### src/rtl/uart_rx.sv
// UART receiver: 2-flop input synchronizer, oversampled bit timing, fixed
// 8E1-style framing (start, DATA bits LSB first, even parity, stop).
module uart_rx #(
  parameter int unsigned DATA         = 8,
  parameter int unsigned CLKS_PER_BIT = 5208
) (
  input  logic            clk,
  input  logic            reset,
  input  logic            rx_in,
  output logic [DATA-1:0] rx_data,
  output logic            rx_valid,
  output logic            rx_parity_err,
  output logic            rx_frame_err,
  output logic            rx_busy
);

  localparam int unsigned CW = $clog2(CLKS_PER_BIT);
  localparam int unsigned IW = (DATA > 1) ? $clog2(DATA) : 1;

  localparam logic [CW-1:0] CNT_LAST = CW'(CLKS_PER_BIT - 1);
  localparam logic [CW-1:0] CNT_MID  = CW'(CLKS_PER_BIT / 2 - 1);
  localparam logic [IW-1:0] IDX_LAST = IW'(DATA - 1);

  typedef enum logic [2:0] {
    S_IDLE,
    S_START,
    S_DATA,
    S_PARITY,
    S_STOP,
    S_BREAK
  } state_e;

  state_e          state_q, state_d;
  logic            sync1_q;
  logic            rx_s_q;
  logic [CW-1:0]   cnt_q, cnt_d;
  logic [IW-1:0]   idx_q, idx_d;
  logic [DATA-1:0] shift_q, shift_d;
  logic            par_err_q, par_err_d;
  logic [DATA-1:0] data_q, data_d;
  logic            valid_q, valid_d;
  logic            perr_q, perr_d;
  logic            ferr_q, ferr_d;

  always_ff @(posedge clk) begin
    if (reset) begin
      state_q   <= S_IDLE;
      sync1_q   <= 1'b1;
      rx_s_q    <= 1'b1;
      cnt_q     <= '0;
      idx_q     <= '0;
      shift_q   <= '0;
      par_err_q <= 1'b0;
      data_q    <= '0;
      valid_q   <= 1'b0;
      perr_q    <= 1'b0;
      ferr_q    <= 1'b0;
    end else begin
      state_q   <= state_d;
      sync1_q   <= rx_in;
      rx_s_q    <= sync1_q;
      cnt_q     <= cnt_d;
      idx_q     <= idx_d;
      shift_q   <= shift_d;
      par_err_q <= par_err_d;
      data_q    <= data_d;
      valid_q   <= valid_d;
      perr_q    <= perr_d;
      ferr_q    <= ferr_d;
    end
  end

  always_comb begin
    state_d   = state_q;
    cnt_d     = cnt_q + CW'(1);
    idx_d     = idx_q;
    shift_d   = shift_q;
    par_err_d = par_err_q;
    data_d    = data_q;
    valid_d   = 1'b0;
    perr_d    = perr_q;
    ferr_d    = ferr_q;

    case (state_q)
      S_IDLE: begin
        cnt_d = '0;
        if (!rx_s_q) state_d = S_START;
      end

      // A start bit that is high again at its centre is a glitch.
      S_START: begin
        if (cnt_q == CNT_MID) begin
          cnt_d = '0;
          if (rx_s_q) begin
            state_d = S_IDLE;
          end else begin
            state_d = S_DATA;
            idx_d   = '0;
          end
        end
      end

      S_DATA: begin
        if (cnt_q == CNT_LAST) begin
          cnt_d   = '0;
          shift_d = {rx_s_q, shift_q[DATA-1:1]};
          if (idx_q == IDX_LAST) state_d = S_PARITY;
          else                   idx_d   = idx_q + IW'(1);
        end
      end

      S_PARITY: begin
        if (cnt_q == CNT_LAST) begin
          cnt_d     = '0;
          par_err_d = rx_s_q ^ (^shift_q);
          state_d   = S_STOP;
        end
      end

      // Leaving mid-stop-bit lets a back-to-back start edge be caught.
      S_STOP: begin
        if (cnt_q == CNT_LAST) begin
          cnt_d   = '0;
          data_d  = shift_q;
          perr_d  = par_err_q;
          ferr_d  = ~rx_s_q;
          valid_d = 1'b1;
          state_d = rx_s_q ? S_IDLE : S_BREAK;
        end
      end

      S_BREAK: begin
        cnt_d = '0;
        if (rx_s_q) state_d = S_IDLE;
      end

      default: begin
        cnt_d   = '0;
        state_d = S_IDLE;
      end
    endcase
  end

  assign rx_data       = data_q;
  assign rx_valid      = valid_q;
  assign rx_parity_err = perr_q;
  assign rx_frame_err  = ferr_q;
  assign rx_busy       = (state_q != S_IDLE);

endmodule

### config.mk
export PLATFORM = sky130hd
export DESIGN_NAME = uart_rx
export DESIGN_NICKNAME = d
export VERILOG_FILES = /design/src/rtl/uart_rx.sv
export SDC_FILE = /design/constraint.sdc
export NUM_CORES = 1
export LEC_CHECK = 0
export CAP_MARGIN = 20
export CELL_PAD_IN_SITES_DETAIL_PLACEMENT = 1
export CELL_PAD_IN_SITES_GLOBAL_PLACEMENT = 1
export CORE_UTILIZATION = 35
export DETAILED_ROUTE_END_ITERATION = 10
export HOLD_SLACK_MARGIN = 0.03
export PLACE_DENSITY = 0.75
export REMOVE_ABC_BUFFERS = 1
export SETUP_SLACK_MARGIN = 0.15
export SLEW_MARGIN = 20
export SYNTH_ARGS = -nofsm -noshare
export SYNTH_HDL_FRONTEND = slang
export SYNTH_SLANG_ARGS = --single-unit
### constraint.sdc
create_clock -name clk -period 2.2 [get_ports clk]
set_input_delay 0.66 -clock clk [delete_from_list [all_inputs] [get_ports clk]]
set_output_delay 0.66 -clock clk [all_outputs]
set_load 0.02 [all_outputs]
---- Yosys cells after proc, flatten, opt, wreduce, memory -nomap -nowiden ----
Cells that the tools add are included.
storage, ports and cells
  latch bits .............................. 0
  word-level logic and storage cells ...... 63
  output and inout bits ................... 12
  memory bits (writable) .................. 0
  bits in read-only memories .............. 0
  input bits .............................. 3
  flip-flop bits (word level) ............. 41
  memories kept ........................... 0
cells by class
  bitwise logic cells ..................... 3
  $lt $le $gt $ge ......................... 0
  div/mod/pow operators ................... 0
  multipliers ............................. 0
  shift-type cells ........................ 0
  eq/ne operators ......................... 17
  reduce and logical (&&, ||, !) cells .... 11
  muxes and demuxes ....................... 19
  add/sub/neg operators ................... 2
operators with widths
  cell                                                               number
  3-bit two-way mux                                                  12
  13-bit two-way mux                                                 2
  13-bit one-hot mux with 2 select lines                             1
  2-bit != test, second input constant                               9
  3-bit one-hot mux with 6 select lines                              1
  13-bit by 1-bit adder with 13-bit output, second input constant    1
  13-bit by 12-bit == test with 1-bit output, second input constant  1
  13-bit == test, second input constant                              1
  3-bit == test, second input constant                               3
  8-bit XOR reduction                                                1
  7-bit AND reduction                                                1
  3-bit by 2-bit == test with 1-bit output, second input constant    2
  3-bit one-hot mux with 2 select lines                              1
  2-bit AND reduction                                                3
  5-bit AND reduction                                                1
  3-bit by 1-bit adder with 3-bit output, second input constant      1
  3-bit by 1-bit == test with 1-bit output, second input constant    1
  3-bit zero test                                                    1
  3-bit nonzero test                                                 1
  3-bit OR reduction                                                 1
  2-bit two-way mux                                                  1
  1-bit inverter                                                     2
  2-bit nonzero test                                                 1
  2-bit OR reduction                                                 1
  other kinds (2)                                                    2

---- Longest topological paths before layout ----
  depth after elaboration ................. 4
  gate-level depth with buffers ........... 6
  depth with buffers taken out ............ 6

---- Worst setup path before layout ----
Ideal clock, no wire load.
  kind .................................... register to register
  start point ............................. register cnt_q[7]
  end point ............................... register cnt_q[2]
  setup time .............................. 0.132 ns
  slack ................................... 0.380 ns
  period minus slack after synthesis ...... 1.820 ns
  data arrival time ....................... 1.688 ns
  stages on the path, launching flop included .. 7
  data required time ...................... 2.068 ns
  buffers on the path ..................... 2
  cell sequence ........................... dfxtp_1 -> buf_6 -> or4b_4 -> o311ai_2 -> o21a_1 -> buf_2 -> nor3_1
between the ends
  word-level cells in the longest chain between the ends .. 3
  elaborated cells on any way between the ends .. 5
  classes of those cells .................. 2 x eq/ne; 3 x mux
RTL lines
  element                                                                              line  RTL
  from (decl)                                                                          36    logic [CW-1:0] cnt_q, cnt_d;
  from (signal assigned)                                                               62    cnt_q <= cnt_d;
  13-bit == test / 13-bit by 12-bit == test with 1-bit output (equally long branches)  -
  13-bit two-way mux, on equally long branches                                         -
  13-bit one-hot mux with 2 select lines (*)                                           84    case (state_q)
Mark *: on every way between the ends. The rest lies on a longest branch, timed or not.
A chain may end at the register's enable or synchronous reset.

---- Final worst setup path ----
  start point ............................. register state_q[2]
  end point ............................... output rx_busy
between the ends
  word-level cells in the longest chain between the ends .. 1
RTL lines
  element                 line  RTL
  from (decl)             33    state_e state_q, state_d;
  from (signal assigned)  59    state_q <= state_d;
  3-bit nonzero test      148   assign rx_busy = (state_q != S_IDLE);
  to (decl)               14    output logic rx_busy
Every way passes these cells.

==> flow_summary.json <==
{
  "grt_pass1_wl_um": 7570,
  "clockBufferDepth": 2,
  "drc_errors": 0,
  "routed-via-count": 1666,
  "synth_cell_types": 41,
  "fin_nets": 247,
  "ir_drop_mv": 0.443,
  "clkLatencyLatePin_ps": 290,
  "grt_use_total_pct": 16.2,
  "syn_inst": 224,
  "arrival_ps": 1290,
  "setup_tns_ps": 0,
  "slew_violations": 0,
  "n_antenna_cell": 0,
  "startpoint_type": "flip-flop",
  "drt_iter0_markers": 98,
  "min_path_cells": 1,
  "hold_viol_final": 0,
  "power_w": 0.00162,
  "clock_skew_ps": 5.22,
  "rr_worst_depth": 5,
  "worstPathRequired_ps": 1540,
  "wl_um": 4600,
  "h-tree-depth": 2,
  "maxCapViolations": 0,
  "leakagePower_nw": 0.726,
  "cts-root-buf": "clkbuf_8",
  "grt_max_degree": 18,
  "grt.overflow.total": 0,
  "antenna_found_initial": 0,
  "async_flop_share_pct": 0,
  "postCtsSetupBuffers": 0,
  "synthFlopType": "dfxtp_1",
  "initial_core_util_pct": 37.3,
  "cts_sinks": 41,
  "r2r_start": "cnt_q[7]",
  "end_kind": "output pin",
  "yosys_register_bits": 41,
  "timing.max_slew.rel_slack_pct": 72.3,
  "status": "finished clean",
  "utilization_pct": 44.2,
  "rows": 26,
  "ant_nets": 0,
  "first_pass_iters": 4,
  "cts_buffers": 5,
  "clk_pin_slew_worst_paths_ps": 80,
  "crit_fanout": 2,
  "grt_setup_unrepaired": "no",
  "reg2reg_to": "cnt_q[4]",
  "seq_area_frac_synth_pct": 42.0,
  "path_class": "flip-flop to output pin",
  "drive_gt1_share_pct": 11.6,
  "syn_to_final_growth_pct": 18.5,
  "dieArea_um2": 5890,
  "hold_start": "sync1_q",
  "gp_congestion": 0.761,
  "fp.dieH_um": 76.8,
  "timing.final.crit_share_pct": 88.7,
  "synth_warnings": 0,
  "io_pins": 15,
  "tightest_slew_ps": 410,
  "setup_viol": 0,
  "synth_edf_count": 0,
  "hpwlAfterDp_um": 3070,
  "first_global_vias": 1579,
  "io_buffer_count": 14,
  "power_density_nw_per_um2": 697,
  "syn_area_um2": 1960,
  "min_period_ps": 1950,
  "die_x_um": 76.8,
  "fmax_ghz": 0.513,
  "hp-class": "flip-flop to flip-flop",
  "cts_tree": "yes",
  "synth.avg_cell_area_um2": 8.73,
  "route.detailed.wl_per_inst_um": 14.8,
  "hold_end": "rx_s_q",
  "core_area_um2": 5240,
  "via_per_inst": 5.34,
  "ff2ff_setup_slack_ps": 310
}
[per-stage QoR]
| step | hold WS [ps] | setup slack (ps) | std cells | area, um2 |
|---|---|---|---|---|
| after floorplan | 389 | -27.1 | 208 | 1880 |
| after global routing | 438 | 183 | 312 | 2320 |
| after CTS | 419 | 232 | 312 | 2320 |
| final | 421 | 249 | 312 | 2320 |
| after global placement | 392 | 335 | 304 | 2200 |
| after detailed placement | 401 | 313 | 304 | 2200 |
[synth_stat cells (2+ instances only)]
master     count  share of area (%)
nand4_1        7                2.2
or2_2          3               0.96
xor2_1         3                1.3
a21o_1         2               0.77
a21oi_1       20                5.1
nor4bb_1       2                1.0
a21oi_2        2               0.90
o21a_1         2               0.77
clkbuf_1      12                2.3
or4b_4         2                1.4
nand3_1       25                6.4
nor3_1        16                4.1
xnor2_1       13                5.8
dfxtp_1       41                 42
nor2_1         6                1.2
nand4bb_1      3                1.7
a31oi_1        2               0.64
ha_1           3                1.9
nand2_1       26                5.0
nor4b_1        3                1.3
buf_2          3               0.77
inv_1          3               0.58
o211ai_1       2               0.77
nor3b_1        4                1.5
nor4_1         2               0.64
and4bb_1       2                1.3
[cell usage in the layout, fill, tap and decap left out, types with 2 or more instances in the layout]
cell,Yosys,final
buf_4,0,12
o211ai_1,2,2
ha_1,3,3
dfxtp_1,41,41
nand3_1,25,25
or2_2,3,3
nand4_1,7,7
inv_1,3,3
nand2_1,26,26
nor3b_1,4,4
a31oi_1,2,2
nand4bb_1,3,3
nor4bb_1,2,2
clkdlybuf4s50_1,0,13
or4b_4,2,2
a21oi_2,2,2
nor4_1,2,2
nor3_1,16,16
nor4b_1,3,3
nor2_1,6,6
a21o_1,2,2
clkbuf_8,0,6
a21oi_1,20,20
and4bb_1,2,2
xor2_1,3,3
xnor2_1,13,13
o21a_1,2,2
[cell families after synthesis]
group / Yosys count / share of synthesized area (%)
AND/OR/NAND/NOR: 108 / 31.5
flip-flops: 41 / 42.0
AO/OA/AOI/OAI: 35 / 11.6
buffers and inverters: 19 / 4.22
XOR/XNOR: 17 / 8.32
adder cells (fa/ha/maj): 3 / 1.92
multiplexers: 1 / 0.512
[critical path, cell delays in order, from the launching register on]
cell and delay, ps:
dfxtp_1 310, or3_1 360, dlygate4sd2_1 320
[state kept, by name, indices dropped and copies added (netlist names)]
name           flops
rx_parity_err      1
rx_frame_err       1
rx_valid           1
idx_q              3
par_err_q          1
shift_q            8
cnt_q             13
rx_s_q             1
sync1_q            1
rx_data            8
state_q            3
[report_power, final]
part	internal, W	switching, W
clock	0.000370	0.000257
combinational	0.0000874	0.000133
sequential	0.000758	0.0000109
[timing repair]
action | in CTS | in global routing
gates resized for setup | 1 | 0
setup endpoints to repair | 1 | 0
hold buffers | 0 | 0
[area by class of cell]
type / instances / area (um2)
clock inverters: 1 / 30.0
fillers: 618 / 2920
clock buffers: 7 / 86.3
repair buffers: 26 / 229
well taps: 70 / 87.6
flip-flops and latches: 41 / 821
multi-input cells: 164 / 1050
inverters: 3 / 11.3
[worst max-delay path by stage]
stage	to	from	cells after the start	slack, ps
floorplan	rx_frame_err	state_q[2]	4	-30
global placement	state_q[0]	reset	4	330
detailed placement	state_q[0]	reset	4	310
CTS	rx_busy	state_q[2]	2	230
global route	rx_busy	state_q[2]	2	180
finish	rx_busy	state_q[2]	2	250
[per-layer routing]
metal	global-route usage (%)	up-vias	wire length, um
met1	21.1	799	2240
met2	26.3	24	2180
met4	6.15	0	51
met5	0	-	0
met3	3.33	7	129
li1	-	836	-
Note: power is estimated with default switching activity, not from simulation.
